==> config.mk <==
export PLATFORM = sky130hd
export DESIGN_NAME = pipe_stage_reg
export DESIGN_NICKNAME = d
export VERILOG_FILES = /design/src/rtl/pipe_pkg.sv /design/src/rtl/pipe_skid_fifo.sv /design/src/rtl/pipe_stage_reg.sv
export SDC_FILE = /design/constraint.sdc
export NUM_CORES = 1
export LEC_CHECK = 0
export CAP_MARGIN = 40
export CELL_PAD_IN_SITES_DETAIL_PLACEMENT = 1
export CELL_PAD_IN_SITES_GLOBAL_PLACEMENT = 2
export CORE_MARGIN = 5
export CORE_UTILIZATION = 38
export CTS_CLUSTER_DIAMETER = 150
export CTS_CLUSTER_SIZE = 12
export DETAILED_ROUTE_END_ITERATION = 8
export GPL_TIMING_DRIVEN = 1
export PLACE_DENSITY = 0.76
export SLEW_MARGIN = 20
export SYNTH_ARGS = -nofsm -noshare
export SYNTH_HDL_FRONTEND = slang
export SYNTH_SLANG_ARGS = --single-unit
export TNS_END_PERCENT = 100
==> constraint.sdc <==
create_clock -name clk -period 11.11 [get_ports clk]
set_input_delay 1.111 -clock clk [delete_from_list [all_inputs] [get_ports clk]]
set_output_delay 1.111 -clock clk [all_outputs]
set_load 0.05 [all_outputs]
==> src/rtl/pipe_pkg.sv <==
// pipe_pkg: shared definitions for the pipeline-boundary registers.
// Holds the per-stage payload field layouts, the NOP bubble constants
// driven by invalid stages, and a constant-foldable clog2 helper.
package pipe_pkg;

  // Ceiling log2 usable in parameter and port-width expressions.
  // Returns 0 for v <= 1.
  function automatic int unsigned pipe_clog2(input int unsigned v);
    int unsigned r;
    r = 0;
    for (int i = 0; i < 32; i++) begin
      if ((64'd1 << i) < 64'(v)) r = i + 1;
    end
    return r;
  endfunction

  // ALU operation encoding carried in the ID/EX payload; all-zero is a NOP
  // so a zero bubble decodes as "do nothing" in EX.
  typedef enum logic [5:0] {
    ALU_NOP = 6'd0,
    ALU_ADD = 6'd1,
    ALU_SUB = 6'd2,
    ALU_AND = 6'd3,
    ALU_OR  = 6'd4,
    ALU_XOR = 6'd5,
    ALU_SLL = 6'd6,
    ALU_SRL = 6'd7
  } alu_op_e;

  // ID/EX payload layout
  localparam int ID_EX_OP1_LSB    = 0;
  localparam int ID_EX_OP1_W      = 32;
  localparam int ID_EX_OP2_LSB    = 32;
  localparam int ID_EX_OP2_W      = 32;
  localparam int ID_EX_IMM_LSB    = 64;
  localparam int ID_EX_IMM_W      = 32;
  localparam int ID_EX_RD_LSB     = 96;
  localparam int ID_EX_RD_W       = 5;
  localparam int ID_EX_ALU_OP_LSB = 101;
  localparam int ID_EX_ALU_OP_W   = 6;
  localparam int ID_EX_WB_EN_BIT  = 107;
  localparam int ID_EX_MEM_RE_BIT = 108;
  localparam int ID_EX_MEM_WE_BIT = 109;
  localparam int ID_EX_W          = 110;

  // EX/MEM payload layout
  localparam int EX_MEM_RESULT_LSB = 0;
  localparam int EX_MEM_RESULT_W   = 32;
  localparam int EX_MEM_STORE_LSB  = 32;
  localparam int EX_MEM_STORE_W    = 32;
  localparam int EX_MEM_RD_LSB     = 64;
  localparam int EX_MEM_RD_W       = 5;
  localparam int EX_MEM_WB_EN_BIT  = 69;
  localparam int EX_MEM_MEM_RE_BIT = 70;
  localparam int EX_MEM_MEM_WE_BIT = 71;
  localparam int EX_MEM_W          = 72;

  // Bubbles: ALU_NOP, no writeback, no memory access.
  localparam logic [ID_EX_W-1:0]  ID_EX_NOP  = '0;
  localparam logic [EX_MEM_W-1:0] EX_MEM_NOP = '0;

endpackage

==> src/rtl/pipe_skid_fifo.sv <==
// pipe_skid_fifo: DEPTH-entry circular buffer used as the skid storage in
// front of a pipeline output register. Pointers wrap by explicit compare so
// non-power-of-two depths work. clear is synchronous and beats push/pop.
module pipe_skid_fifo
  import pipe_pkg::*;
#(
  parameter int DATA_W = 8,
  parameter int DEPTH  = 2,
  localparam int PTR_W = (DEPTH > 1) ? int'(pipe_clog2(DEPTH)) : 1,
  localparam int CNT_W = int'(pipe_clog2(DEPTH + 1))
) (
  input  logic              clk,
  input  logic              rst,
  input  logic              push,
  input  logic              pop,
  input  logic              clear,
  input  logic [DATA_W-1:0] din,
  output logic [DATA_W-1:0] dout,
  output logic [CNT_W-1:0]  count,
  output logic              full,
  output logic              empty
);

  localparam logic [PTR_W-1:0] LAST_IDX = PTR_W'(DEPTH - 1);
  localparam logic [CNT_W-1:0] FULL_CNT = CNT_W'(DEPTH);

  logic [DATA_W-1:0] mem [DEPTH];
  logic [PTR_W-1:0]  rd_ptr;
  logic [PTR_W-1:0]  wr_ptr;
  logic              do_push;
  logic              do_pop;

  function automatic logic [PTR_W-1:0] ptr_inc(input logic [PTR_W-1:0] p);
    return (p == LAST_IDX) ? '0 : p + 1'b1;
  endfunction

  assign empty   = (count == '0);
  assign full    = (count == FULL_CNT);
  // A full buffer never takes a write, so held entries cannot be overwritten.
  assign do_push = push && !full;
  assign do_pop  = pop && !empty;
  assign dout    = mem[rd_ptr];

  // Pointer and count bookkeeping; simultaneous push/pop keeps count steady.
  always_ff @(posedge clk or posedge rst) begin
    if (rst) begin
      rd_ptr <= '0;
      wr_ptr <= '0;
      count  <= '0;
    end else if (clear) begin
      rd_ptr <= '0;
      wr_ptr <= '0;
      count  <= '0;
    end else begin
      if (do_pop)  rd_ptr <= ptr_inc(rd_ptr);
      if (do_push) wr_ptr <= ptr_inc(wr_ptr);
      if (do_push && !do_pop)      count <= count + 1'b1;
      else if (!do_push && do_pop) count <= count - 1'b1;
    end
  end

  // Storage array; contents are don't-care until written, so no reset.
  always_ff @(posedge clk) begin
    if (do_push && !clear) mem[wr_ptr] <= din;
  end

endmodule

==> src/rtl/pipe_stage_reg.sv <==
// pipe_stage_reg: valid/ready pipeline-boundary register with an in-order
// skid buffer ahead of the output register, synchronous flush and a bubble
// value driven whenever the output is invalid.
// Optional build macro PIPE_STAGE_STALL_CNT_EN adds the stall_cycles
// counter and skid_hwm high-water mark outputs.
module pipe_stage_reg
  import pipe_pkg::*;
#(
  parameter int                DATA_W     = 128,
  parameter int                SKID_DEPTH = 2,
  parameter logic [DATA_W-1:0] BUBBLE_VAL = {DATA_W{1'b0}}
) (
  input  logic                              clk,
  input  logic                              rst,
  input  logic                              in_valid,
  output logic                              in_ready,
  input  logic [DATA_W-1:0]                 in_data,
  output logic                              out_valid,
  input  logic                              out_ready,
  output logic [DATA_W-1:0]                 out_data,
  input  logic                              flush,
  output logic [$clog2(SKID_DEPTH+2)-1:0]   occupancy
`ifdef PIPE_STAGE_STALL_CNT_EN
  ,
  output logic [31:0]                       stall_cycles,
  output logic [$clog2(SKID_DEPTH+1)-1:0]   skid_hwm
`endif
);

  localparam int CNT_W = int'(pipe_clog2(SKID_DEPTH + 1));
  localparam int OCC_W = $clog2(SKID_DEPTH + 2);

  logic              load_en;
  logic              accept;
  logic              sk_push;
  logic              sk_pop;
  logic              sk_full;
  logic              sk_empty;
  logic [CNT_W-1:0]  sk_count;
  logic [DATA_W-1:0] sk_head;

  // in_ready depends only on the registered skid count, never on out_ready.
  assign in_ready = !sk_full;
  assign accept   = in_valid && in_ready;
  assign load_en  = !out_valid || out_ready;

  // The skid head always goes first; a new beat bypasses the skid only when
  // nothing older is waiting and the output register is free this cycle.
  assign sk_pop  = !flush && load_en && !sk_empty;
  assign sk_push = !flush && accept && !(sk_empty && load_en);

  pipe_skid_fifo #(
    .DATA_W (DATA_W),
    .DEPTH  (SKID_DEPTH)
  ) u_skid (
    .clk   (clk),
    .rst   (rst),
    .push  (sk_push),
    .pop   (sk_pop),
    .clear (flush),
    .din   (in_data),
    .dout  (sk_head),
    .count (sk_count),
    .full  (sk_full),
    .empty (sk_empty)
  );

  // Output register: flush squashes, otherwise reload from skid, input or bubble.
  always_ff @(posedge clk or posedge rst) begin
    if (rst) begin
      out_valid <= 1'b0;
      out_data  <= BUBBLE_VAL;
    end else if (flush) begin
      out_valid <= 1'b0;
      out_data  <= BUBBLE_VAL;
    end else if (load_en) begin
      if (!sk_empty) begin
        out_valid <= 1'b1;
        out_data  <= sk_head;
      end else if (accept) begin
        out_valid <= 1'b1;
        out_data  <= in_data;
      end else begin
        out_valid <= 1'b0;
        out_data  <= BUBBLE_VAL;
      end
    end
  end

  assign occupancy = OCC_W'(out_valid) + OCC_W'(sk_count);

`ifdef PIPE_STAGE_STALL_CNT_EN
  // Saturating count of cycles where valid output is held back downstream.
  always_ff @(posedge clk or posedge rst) begin
    if (rst) begin
      stall_cycles <= '0;
    end else if (out_valid && !out_ready && (stall_cycles != 32'hFFFF_FFFF)) begin
      stall_cycles <= stall_cycles + 32'd1;
    end
  end

  // Deepest skid fill seen since reset; flush does not clear it.
  always_ff @(posedge clk or posedge rst) begin
    if (rst) begin
      skid_hwm <= '0;
    end else if (sk_count > skid_hwm) begin
      skid_hwm <= sk_count;
    end
  end
`endif

endmodule

==> impl_metrics.yaml <==
status:
  outcome: "finished clean"
timing:
  clock.fmax_mhz: 265
  worst-slew-pin-transition_ps: 805
  relSlewSlack: 0.463
  hold_viol_final: 0
  layout_setup_ws_ps: 7340
  final.hold.worst_slack_ps: 509
  drv_slew: 0
  setup_total_negative_slack_ps: 0
  timing.final.crit_share: 0.339
  rsz0062_at_grt: "no"
  period_needed_ps: 3770
  report.final.setup_viol: 0
  clock-skew-final_ps: 14.5
worst_setup_path:
  crit_fanout: 9
  crit_arrival_ps: 2660
  startpoint_of_the_most_critical_register_to_register_path: "u_skid.count[1]"
  cp_top_family: "buffers and inverters"
  worst_setup_path_start_kind: "flop"
  cp.required_ps: 10000
  cp-end-kind: "primary output"
  worst-setup-path-type: "flop to primary output"
  critical_path_buffers_and_inverters: 1
  critPathMaxStageDelay_ps: 910
  crit_path_top_delay_cell: "sky130_fd_sc_hd__clkdlybuf4s50_1"
  cp_cell_sequence: "ha_1, xor2_1, clkdlybuf4s50_1"
  timing.critical_path.from: "u_skid.count[0]"
placed_design:
  place.detailed.hpwl_um: 24400
  dp_worst_setup_slack_ps: 7010
  globalplace.congestion: 0.725
  placement.io_buffers: 264
clock_tree:
  cts_sinks: 389
  cts_htree_levels: 2
  clockRootBuffer: "sky130_fd_sc_hd__clkbuf_16"
  worstSkewPairLatency_ps: 520
  clk_path_buf_depth: 3
  post_cts_resized: 0
  cts_buffers: 38
  clk_pin_slew_worst_setup_hold_paths_ps: 60
  tritoncts: "done"
  cts.repair_timing.setup_buffer_count: 0
  cts-hold-fix-buffers: 0
power:
  p_int_uw: 2430
  power.leakage_uw: 0.00666
  power-per-cell-area_mw_per_mm2: 165
  logic_pwr_share: 0.122
  power_switching_uw: 792
  p_seq_frac: 0.504
  netSwitchingFraction: 0.246
  vdd_ir_drop_max_v: 0.0000900
  clkPwrFrac: 0.373
  total_power_uw: 3220
detailed_routing:
  drt_pass1_iterations: 4
  viasPerCell: 5.62
  post_drt_wl_per_cell_um: 24.2
  dr_total_vias: 9485
  dr.first_iter.drc_count: 551
  drc: 0
  detail_route.wirelength_um: 40900
  detail-route-antenna-nets: 0
synth:
  postSynthRegisterBits: 389
  synth-warning-count: 0
  post_synthesis_instance_area_mm2: 0.0152
  synthesized_net_count: 1028
  synth.yosys.seq_area_share: 0.725
  synth.distinct_cells: 36
  synthesis.instances: 894
  syn_avg_cell_area_um2: 17.0
grt:
  grt_antenna_before_repair: 4
  grt_first_pass_wirelength_um: 62700
  globalRouteTotalUtil: 0.179
  first_global_vias: 10300
  grt_remaining_overflow: 0
  largest_net_degree_at_the_start_of_global_routing: 70
floorplanning:
  core.rowCount: 73
  number_of_i_o_pins: 265
  die_height_um: 210
  dieWidth_um: 210
  core_area_mm2: 0.0396
  floorplan.initialDensity: 0.383
  fp.dieArea_mm2: 0.0441
hold_path:
  holdCritStartpoint: "out_data[9]"
  hold_class: "flop to flop"
final_layout:
  final_core_util: 0.491
  finish.net_count: 1268
  fraction_of_final_layout_cells_sized_beyond_drive_strength_1: 0.0680
  area.growth.synth_to_final_pct: 28.0
run:
  timing.max_cap.violations: 0
[cells in the mapped netlist, drive strengths merged]
library cell / count / area (um^2)
nor2: 3 / 21.3
nor4: 128 / 801
buf: 63 / 484
a31oi: 1 / 6.26
nor2b: 2 / 27.5
nand2b: 2 / 20.0
inv: 3 / 11.3
a32o: 1 / 10.0
or3: 1 / 6.26
a21oi: 4 / 20.0
mux2i: 128 / 1280
and3: 2 / 17.5
ha: 1 / 12.5
edfxtp: 256 / 7690
dfrtp: 133 / 3330
nor3: 1 / 5.00
clkbuf: 26 / 97.6
a311oi: 1 / 8.76
o21bai: 1 / 7.51
o21ai: 1 / 5.00
nand3b: 1 / 7.51
nand2: 3 / 11.3
xor2: 1 / 8.76
o21ba: 1 / 10.0
a211oi: 1 / 7.51
a221o: 128 / 1280
and4bb: 1 / 12.5
[metal layers]
metal,up-vias,part of all wire,global-route usage
met4,6,0.014,0.0369
met5,-,0.00068,0
li1,4207,-,-
met3,47,0.057,0.0433
met1,4956,0.46,0.254
met2,269,0.47,0.285
[cell type report]
class	instances	area, um^2
tap	525	657
sequential	389	11000
inverter	3	16.3
timing repair buffer	289	3010
fill	3867	20200
multi-input combinational	413	3600
clock buffer	67	1120
antenna	2	5.00
clock inverter	1	8.76
[state kept, by name, indices dropped and copies added (netlist names)]
signal / count
u_skid.count: 2
out_data: 128
u_skid.mem: 256
out_valid: 1
u_skid.wr_ptr: 1
u_skid.rd_ptr: 1
[power by group through the flow]
stage | combinational (uW) | clock [uW] | sequential, uW
global route | 413 | 1300 | 1630
detailed placement | 395 | 0 | 1650
finish | 393 | 1200 | 1620
CTS | 398 | 1240 | 1620
global placement | 383 | 0 | 1650
floorplan | 127 | 0 | 1750
[logic make-up after synthesis]
logic type               Yosys count  synth area share
multiplexers                     128            0.0843
buffers and inverters             92            0.0390
AO/OA/AOI/OAI                    139            0.0892
flip-flops                       389             0.725
XOR/XNOR                           1          0.000576
adder cells (fa/ha/maj)            1          0.000823
AND/OR/NAND/NOR                  144            0.0612
[per-stage QoR]
stage | std cells | area, um^2
6_report | 1689 | 19400
2_1_floorplan | 894 | 15200
5_1_grt | 1688 | 19400
4_1_cts | 1686 | 19400
3_3_place_gp | 1609 | 18000
3_5_place_dp | 1618 | 18300
[cell usage in the layout (no fill, tap or decap), drive strengths merged, types with 3 or more instances in the layout]
cell / instances
a221o: 128
mux2i: 128
clkdlybuf4s50: 263
inv: 4
a21oi: 4
clkbuf: 67
dfrtp: 133
buf: 26
nor2: 3
edfxtp: 256
nand2: 3
nor4: 128
[worst reg2reg max path: stages (launching register included)]
cell and delay, ps:
sky130_fd_sc_hd__dfrtp_1 490, sky130_fd_sc_hd__and4bb_2 350, sky130_fd_sc_hd__a21oi_1 60, sky130_fd_sc_hd__nor3_2 130
sky130_fd_sc_hd__buf_4 630, sky130_fd_sc_hd__buf_4 550, sky130_fd_sc_hd__buf_16 320
[worst paths after layout]
| kind | slack (ps) | depth (start not counted) | to |
|---|---|---|---|
| worst max-delay path | 7340 | 3 | occupancy[1] |
| worst min-delay path | 510 | 1 | out_data[9] |
| worst max register to register | 8200 | 6 | u_skid.mem[0][108] |
| worst min register to register | 510 | 1 | out_data[9] |
| max in group asynchronous | 9180 | 4 | out_data[23] |
| min in group asynchronous | 920 | 2 | u_skid.count[1] |
(Power assumes the default switching activity.)
